File: src/rtl/i2f_share_arbiter_if.sv
// Requester-side bus of the shared int-to-float arbiter.
// master: requesters drive req_valid/req_data and consume req_ready and the responses.
// slave:  the arbiter grants via req_ready and returns resp_valid/resp_data/resp_id.
interface i2f_share_arbiter_if #(
  parameter int unsigned NUM_REQ = 4,
  parameter int unsigned ID_W    = 2
);
  logic [NUM_REQ-1:0]    req_valid;
  logic [32*NUM_REQ-1:0] req_data;
  logic [NUM_REQ-1:0]    req_ready;
  logic [NUM_REQ-1:0]    resp_valid;
  logic [31:0]           resp_data;
  logic [ID_W-1:0]       resp_id;

  modport master (
    output req_valid, req_data,
    input  req_ready, resp_valid, resp_data, resp_id
  );

  modport slave (
    input  req_valid, req_data,
    output req_ready, resp_valid, resp_data, resp_id
  );
endinterface

File: src/rtl/i2f_share_arbiter.sv
// Shares one pipelined int-to-fp32 converter among NUM_REQ requesters.
// Ports:
//   clk, rst     - clock, synchronous active-high reset
//   req_bus      - requester handshake and response bus (slave side)
//   drain        - blocks new grants while in-flight operations finish
//   conv_in      - registered converter input_a (0 in idle slots)
//   conv_out     - converter output_z, CONV_LAT edges behind conv_in
//   busy         - any operation in flight
//   inflight_cnt - number of operations in flight
module i2f_share_arbiter #(
  parameter int unsigned NUM_REQ  = 4,
  parameter int unsigned CONV_LAT = 6,
  parameter int unsigned ID_W     = 2
) (
  input  logic                clk,
  input  logic                rst,
  i2f_share_arbiter_if.slave  req_bus,
  input  logic                drain,
  output logic [31:0]         conv_in,
  input  logic [31:0]         conv_out,
  output logic                busy,
  output logic [3:0]          inflight_cnt
);
  localparam int unsigned DATA_W = 32;
  localparam int unsigned CNT_W  = 4;

  logic [ID_W-1:0]                rr_ptr;
  logic [ID_W-1:0]                cand;
  logic [ID_W-1:0]                grant_id;
  logic [ID_W-1:0]                issue_id;
  logic                           grant_found;
  logic                           fire;
  logic [NUM_REQ-1:0]             grant;
  logic [CONV_LAT:0]              tag_v;
  logic [CONV_LAT:0][ID_W-1:0]    tag_id;

  // Round-robin search starting at rr_ptr, wrapping at NUM_REQ
  always_comb begin
    grant_found = 1'b0;
    grant_id    = '0;
    cand        = '0;
    grant       = '0;
    for (int unsigned k = 0; k < NUM_REQ; k++) begin
      cand = ID_W'((32'(rr_ptr) + k) % NUM_REQ);
      if (!grant_found && req_bus.req_valid[cand]) begin
        grant_found = 1'b1;
        grant_id    = cand;
      end
    end
    fire     = grant_found & ~drain & ~rst;
    issue_id = fire ? grant_id : '0;
    if (fire) begin
      grant[grant_id] = 1'b1;
    end
  end

  assign req_bus.req_ready = grant;

  // Issue register, tag pipeline, pointer and occupancy counter
  always_ff @(posedge clk) begin
    if (rst) begin
      rr_ptr       <= '0;
      conv_in      <= '0;
      tag_v        <= '0;
      tag_id       <= '0;
      inflight_cnt <= '0;
    end else begin
      if (fire) begin
        rr_ptr  <= (grant_id == ID_W'(NUM_REQ - 1)) ? '0 : grant_id + ID_W'(1);
        conv_in <= req_bus.req_data[32'(grant_id) * DATA_W +: DATA_W];
      end else begin
        conv_in <= '0;
      end
      tag_v  <= {tag_v[CONV_LAT-1:0], fire};
      tag_id <= {tag_id[CONV_LAT-1:0], issue_id};
      case ({fire, tag_v[CONV_LAT]})
        2'b10:   inflight_cnt <= inflight_cnt + CNT_W'(1);
        2'b01:   inflight_cnt <= inflight_cnt - CNT_W'(1);
        default: inflight_cnt <= inflight_cnt;
      endcase
    end
  end

  // Response is taken straight from the last tag stage; no backpressure
  always_comb begin
    req_bus.resp_valid = '0;
    req_bus.resp_data  = '0;
    req_bus.resp_id    = tag_id[CONV_LAT];
    if (tag_v[CONV_LAT]) begin
      req_bus.resp_valid[tag_id[CONV_LAT]] = 1'b1;
      req_bus.resp_data                    = conv_out;
    end
  end

  assign busy = (inflight_cnt != '0);
endmodule

File: src/flat_wrapper.sv
// flat-port wrapper written by rule: the top's interface ports become plain ports
module i2f_share_arbiter_flat 
#(
  parameter int unsigned NUM_REQ  = 4,
  parameter int unsigned CONV_LAT = 6,
  parameter int unsigned ID_W     = 2
)
  (clk, rst, drain, conv_in, conv_out, busy, inflight_cnt, req_bus_req_valid, req_bus_req_data, req_bus_req_ready, req_bus_resp_valid, req_bus_resp_data, req_bus_resp_id);
  i2f_share_arbiter_if #(.NUM_REQ(NUM_REQ), .ID_W(ID_W)) req_bus_i ();
  input  logic clk;
  input  logic rst;
  input  logic drain;
  output logic [31:0] conv_in;
  input  logic [31:0] conv_out;
  output logic busy;
  output logic [3:0] inflight_cnt;
  input wire logic [$bits(req_bus_i.req_valid)-1:0] req_bus_req_valid;
  input wire logic [$bits(req_bus_i.req_data)-1:0] req_bus_req_data;
  output wire logic [$bits(req_bus_i.req_ready)-1:0] req_bus_req_ready;
  output wire logic [$bits(req_bus_i.resp_valid)-1:0] req_bus_resp_valid;
  output wire logic [$bits(req_bus_i.resp_data)-1:0] req_bus_resp_data;
  output wire logic [$bits(req_bus_i.resp_id)-1:0] req_bus_resp_id;
  assign req_bus_i.req_valid = req_bus_req_valid;
  assign req_bus_i.req_data = req_bus_req_data;
  assign req_bus_req_ready = req_bus_i.req_ready;
  assign req_bus_resp_valid = req_bus_i.resp_valid;
  assign req_bus_resp_data = req_bus_i.resp_data;
  assign req_bus_resp_id = req_bus_i.resp_id;
  i2f_share_arbiter #(.NUM_REQ(NUM_REQ), .CONV_LAT(CONV_LAT), .ID_W(ID_W)) u_core (.clk(clk), .rst(rst), .req_bus(req_bus_i), .drain(drain), .conv_in(conv_in), .conv_out(conv_out), .busy(busy), .inflight_cnt(inflight_cnt));
endmodule
File: config.mk
export PLATFORM = sky130hd
export DESIGN_NAME = i2f_share_arbiter_flat
export DESIGN_NICKNAME = d
export VERILOG_FILES = /design/src/rtl/i2f_share_arbiter_if.sv /design/src/rtl/i2f_share_arbiter.sv /design/src/flat_wrapper.sv
export SDC_FILE = /design/constraint.sdc
export NUM_CORES = 1
export LEC_CHECK = 0
export CAP_MARGIN = 20
export CORE_MARGIN = 4
export CORE_UTILIZATION = 34
export DETAILED_ROUTE_END_ITERATION = 7
export PLACE_DENSITY = 0.82
export SETUP_SLACK_MARGIN = 0.3
export SYNTH_ARGS = -nofsm -noshare
export SYNTH_HDL_FRONTEND = slang
export SYNTH_SLANG_ARGS = --single-unit
File: constraint.sdc
create_clock -name clk -period 2.7 [get_ports clk]
set_input_delay 0.675 -clock clk [delete_from_list [all_inputs] [get_ports clk]]
set_output_delay 0.675 -clock clk [all_outputs]
set_load 0.01 [all_outputs]
After elaboration in Yosys (flattened, before gate mapping) --
Cells that the tools add are included.
Cells by class: bitwise operators 5, add/sub/neg operators 6, order comparisons 8, multiplexer cells 25, shift operators 1, equality and inequality tests 3, reductions and logical operators 11
Operator list (count):
- indexed part select 128 x 8 -> 32 bit | 1
- 2-to-1 mux 32 bit | 1
- less-than comparator 2 x 3 -> 1 bit (second input constant) | 6
- 2-to-1 mux 1 bit | 10
- 2-to-1 mux 2 bit | 5
- binary-select mux 1 bit (select 2 bit) | 4
- 2-to-1 mux 4 bit | 2
- case mux 4 bit (2 select lines) | 1
- logical AND 1 bit | 5
- adder 2 x 1 -> 2 bit (second input constant) | 2
- adder 2 bit (second input constant) | 2
- adder 4 x 1 -> 4 bit (second input constant) | 1
- demux 1 bit (select 2 bit) | 2
- == test 2 bit (second input constant) | 2
- >= comparator 2 x 1 -> 1 bit (second input constant) | 2
- nonzero test 4 bit | 1
- subtractor 4 x 1 -> 4 bit (second input constant) | 1
- zero test 1 bit | 3
- NOT 1 bit | 3
- AND 1 bit | 2
- == test 2 x 1 -> 1 bit (second input constant) | 1
- nonzero test 2 bit | 1
- OR reduction 2 bit | 1
Storage, ports and cells: logic and storage cells 70, flip-flop bits (word level) 59, input bits 167

Depth between registers and ports, before layout --
word-level depth 17, depth in mapped cells 10, gate-level depth less buffers 10

Least setup slack after synthesis --
OpenSTA, ideal clock, no wires.
path kind input -> output, start point input port req_bus_req_valid[1], end point output port req_bus_req_ready[3], data required time 2025 ps, stages 7, arrival 1875 ps, setup slack 150 ps, path through or3b_1 o221ai_2 inv_2 buf_12 buf_8 ha_1 and2_1
Between the ends: longest elaborated chain between the ends 17
RTL lines:
- start: declaration | line flat_wrapper.sv:17 | input wire logic [$bits(req_bus_i.req_valid)-1:0] req_bus_req_valid;
- binary-select mux 1 bit (select 2 bit) | line i2f_share_arbiter.sv:45 | if (!grant_found && req_bus.req_valid[cand]) begin
- 2-to-1 mux 1 bit (implied by the code) | line i2f_share_arbiter.sv:45
- 2-to-1 mux 1 bit | line i2f_share_arbiter.sv:45
- zero test 1 bit | line i2f_share_arbiter.sv:45
- logical AND 1 bit | line i2f_share_arbiter.sv:45
- 2-to-1 mux 1 bit | line i2f_share_arbiter.sv:45
- zero test 1 bit | line i2f_share_arbiter.sv:45
- logical AND 1 bit | line i2f_share_arbiter.sv:45
- [2 not listed]
- logical AND 1 bit | line i2f_share_arbiter.sv:45
- 2-to-1 mux 2 bit * | line i2f_share_arbiter.sv:45
- via u_core.grant_id[0] | line i2f_share_arbiter.sv:29 | logic [ID_W-1:0] grant_id;
- less-than comparator 2 x 3 -> 1 bit (implied by the code) or >= comparator 2 x 1 -> 1 bit (tied branches) | line i2f_share_arbiter.sv:53 | grant[grant_id] = 1'b1;
- logical AND 1 bit (implied by the code) | line i2f_share_arbiter.sv:53
- 2-to-1 mux 1 bit (implied by the code) | line i2f_share_arbiter.sv:53
- demux 1 bit (select 2 bit) *
- 2-to-1 mux 4 bit * | line i2f_share_arbiter.sv:52 | if (fire) begin
- end: declaration | line flat_wrapper.sv:19 | output wire logic [$bits(req_bus_i.req_ready)-1:0] req_bus_req_ready;
Mark *: on every way through the listed nets, which the timed path passes. The rest lies on a longest branch. The select of a mux whose other input is x is not followed.

Worst setup path after layout --
start point input port req_bus_req_valid[2], end point output port req_bus_req_ready[2]
Same word-level chain as after synthesis.

==> impl_metrics.tcl <==
set metrics [dict create \
    drive_gt1_share_pct 14.1 \
    wl_per_cell_um 16.1 \
    rrSetupSlack_ns 0.39 \
    hold_violations 0 \
    cts_tree "built" \
    drt_iter0_markers 161 \
    wl_um 11100 \
    reg2reg_to "u_core.conv_in[24]$_SDFF_PP0_" \
    fp.coreArea_um2 8810 \
    min_to "u_core.tag_v[6]$_SDFF_PP0_" \
    worst_path_largest_cell_delay_ns 0.32 \
    finalSetupViolations 0 \
    crit_buf_inv 3 \
    ant_nets 0 \
    hold_depth 1 \
    path_max_fanout 6 \
    start_util_pct 35.4 \
    avgViaCountPerCell 4.94 \
    path_cells "buf_12, nor2b_4, a221o_1, nand2_2, inv_2, ha_2, and2_1, buf_2" \
    synthesis.area_um2 3120 \
    postSynthCellCount 306 \
    status "completed" \
    cp_top_family "simple AND/OR/NAND/NOR gates" \
    num_io_pins 246 \
    fin_crit_sh_pct 95.4 \
    ir_drop_mv 0.209 \
    hold_slack_ns 0.437 \
    antenna_found_initial 0 \
    area_growth_pct 94.7 \
    ys_seq_elements 59 \
    min_path_type "reg2reg" \
    utilization_pct 68.9 \
    nets 751 \
    critPathLaunchType "input pin" \
    power.leakage_nw 2.62 \
    first_global_vias 3459 \
    grt_pass1_wl_um 17300 \
    mostFrequentLayoutCell "clkdlybuf4s50_1" \
    cp.required_ns 2.03 \
    slew_viol_final 0 \
    rsz0062_at_grt "yes" \
    drcViolationCount 0 \
    antennaDiodeCount 0 \
    layout_common_cells "clkdlybuf4s50_1 (203), mux2i_1 (61), dfxtp_1 (57)" \
    crit_type "in2out" \
    grt_usage_pct 20.0 \
    synth_ff_type "dfxtp_1" \
    r2r-start "u_core.rr_ptr[1]$_SDFFE_PP0P_" \
    max_cap_violations 0 \
    tightest_slew_ns 0.611 \
    grt-ovfl-total 0 \
    min_period_ns 2.58 \
    cts_num_sinks 59 \
    fillers 685 \
    numCtsBuffers 9 \
    async_flop_share_pct 0 \
    clk_latency_ns 0.32 \
    syn-num-nets 480 \
    ff2ff_path_depth 8 \
    via_count 3404 \
    ctsHoldBuffers 0 \
    root_buffer "clkbuf_8" \
    row_count 34 \
    power_density_nw_per_um2 400 \
    die_h_um 104 \
    ys_warn_count 0 \
    ys_types 41 \
    critPathArrivalTime_ns 1.90 \
    place_congestion 0.847 \
    dp_hpwl_um 9010 \
    io_buffers 245 \
    synth_edf_count 0 \
    slew_headroom_pct 59.3 \
    clock_path_buffers 2 \
    cp-end-kind "primary output" \
    first_pass_iters 4 \
    grt_max_degree 62 \
    clk_pin_slew_ns 0.06 \
    synth-seq-area-share_pct 37.9 \
    min_from "u_core.tag_v[5]$_SDFF_PP0_" \
    dieArea_um2 10800 \
    max_clock_freq_mhz 388 \
    syn_area_per_cell_um2 10.2 \
    h-tree-depth 3 \
    worst_clock_skew_ns 0.00395 \
    slowest_stage "a221o_1" \
    tns_ns 0 \
    fp.dieW_um 104 \
]
==> repair_timing <==
item | in CTS | in global routing
setup buffers | 3 | 3
resized for setup | 84 | 11
endpoints found under the hold margin | 0 | 0
pin swaps | 7 | 4
endpoints found under the setup margin | 74 | 8
==> per-layer routing <==
layer | part of all wire (%) | wire, µm | track usage, % | vias up
li1 | - | - | - | 1644
met1 | 35 | 3870 | 20.1 | 1542
met2 | 51 | 5670 | 36.0 | 194
met3 | 11 | 1270 | 8.02 | 24
met4 | 2.7 | 295 | 9.31 | 0
met5 | 0 | 0 | 0 | -
==> how the worst max path moves through the flow <==
stage	start	slack, ns	depth (start not counted)	to
after floorplan	req_bus_req_valid[1]	0.19	7	req_bus_req_ready[3]
after detailed placement	req_bus_req_valid[2]	-0.76	8	req_bus_req_ready[2]
final	req_bus_req_valid[2]	0.12	8	req_bus_req_ready[2]
after global routing	req_bus_req_valid[2]	0.12	8	req_bus_req_ready[2]
after global placement	req_bus_req_valid[2]	-0.64	8	req_bus_req_ready[1]
after CTS	req_bus_req_valid[2]	0.17	9	req_bus_req_ready[1]
==> per-stage QoR <==
| step | cell area (µm²) | std cells | worst slack (ns) | power [mW] |
|---|---|---|---|---|
| global route | 6070 | 689 | 0.120 | 2.55 |
| finish | 6070 | 689 | 0.125 | 2.42 |
| CTS | 6000 | 686 | 0.174 | 2.44 |
| global placement | 5820 | 668 | -0.643 | 1.72 |
| detailed placement | 5820 | 668 | -0.761 | 1.74 |
| floorplan | 3170 | 306 | 0.194 | 1.33 |
==> worst register-to-register path, cell delays in order (launching register included) <==
cell	delay, ns
dfxtp_4	0.39
or3b_1	0.39
o221ai_2	0.09
clkinv_2	0.15
buf_4	0.16
buf_4	0.14
clkbuf_8	0.35
a221oi_1	0.42
a211oi_1	0.10
==> synth_stat cells, drive strengths merged (2+ instances only) <==
| cell | n | area [µm²] |
|---|---|---|
| mux2i | 62 | 624 |
| dfxtp | 59 | 1180 |
| and2 | 36 | 225 |
| o22ai | 28 | 175 |
| nor2b | 22 | 138 |
| buf | 15 | 169 |
| nand2b | 8 | 50.1 |
| ha | 7 | 87.6 |
| clkbuf | 6 | 22.5 |
| nor2 | 6 | 22.5 |
| a21oi | 5 | 25.0 |
| inv | 5 | 18.8 |
| o21ai | 5 | 25.0 |
| o221ai | 5 | 50.0 |
| a211oi | 4 | 30.0 |
| a221oi | 4 | 35.0 |
| nand2 | 4 | 15.0 |
| or4bb | 4 | 45.0 |
| xor2 | 3 | 26.3 |
| and3b | 2 | 17.5 |
| nand3b | 2 | 15.0 |
| nor3b | 2 | 15.0 |
==> flip-flops by register name (all words and copies together) (netlist names) <==
signal,flops
u_core.tag_id,12
u_core.inflight_cnt,4
u_core.tag_v,7
u_core.rr_ptr,2
u_core.req_bus.resp_id,2
u_core.conv_in,32
==> kinds of logic (layout without fill, tap and decap cells) <==
logic type      Yosys count  count (layout)  share of synthesized area (%)
flops                    59              59                           37.9
fa+ha+maj                 7               7                           2.81
simple gates             93              93                           19.2
compound gates           55              55                           12.1
mux                      63              63                           20.4
xor+xnor                  3               3                          0.843
buf+inv                  26             301                           6.74
==> report_power, final <==
part           switching [mW]  internal [mW]  leakage, nW  total [mW]
combinational           0.301          0.503         2.05       0.804
sequential             0.0245          0.924        0.483       0.948
clock                   0.326          0.347       0.0839       0.673
==> area by class of cell <==
cell class                 count  area [µm²]  area share, %
inverter                       5        20.0          0.330
multi-input combinational    221        1830           30.1
sequential                    59        1190           19.5
tap                          108         135           2.23
clock buffer                  10         138           2.27
clock inverter                 5        30.0          0.495
timing repair buffer         281        2730           45.1
No activity file was read; power rests on OpenSTA's default activity.
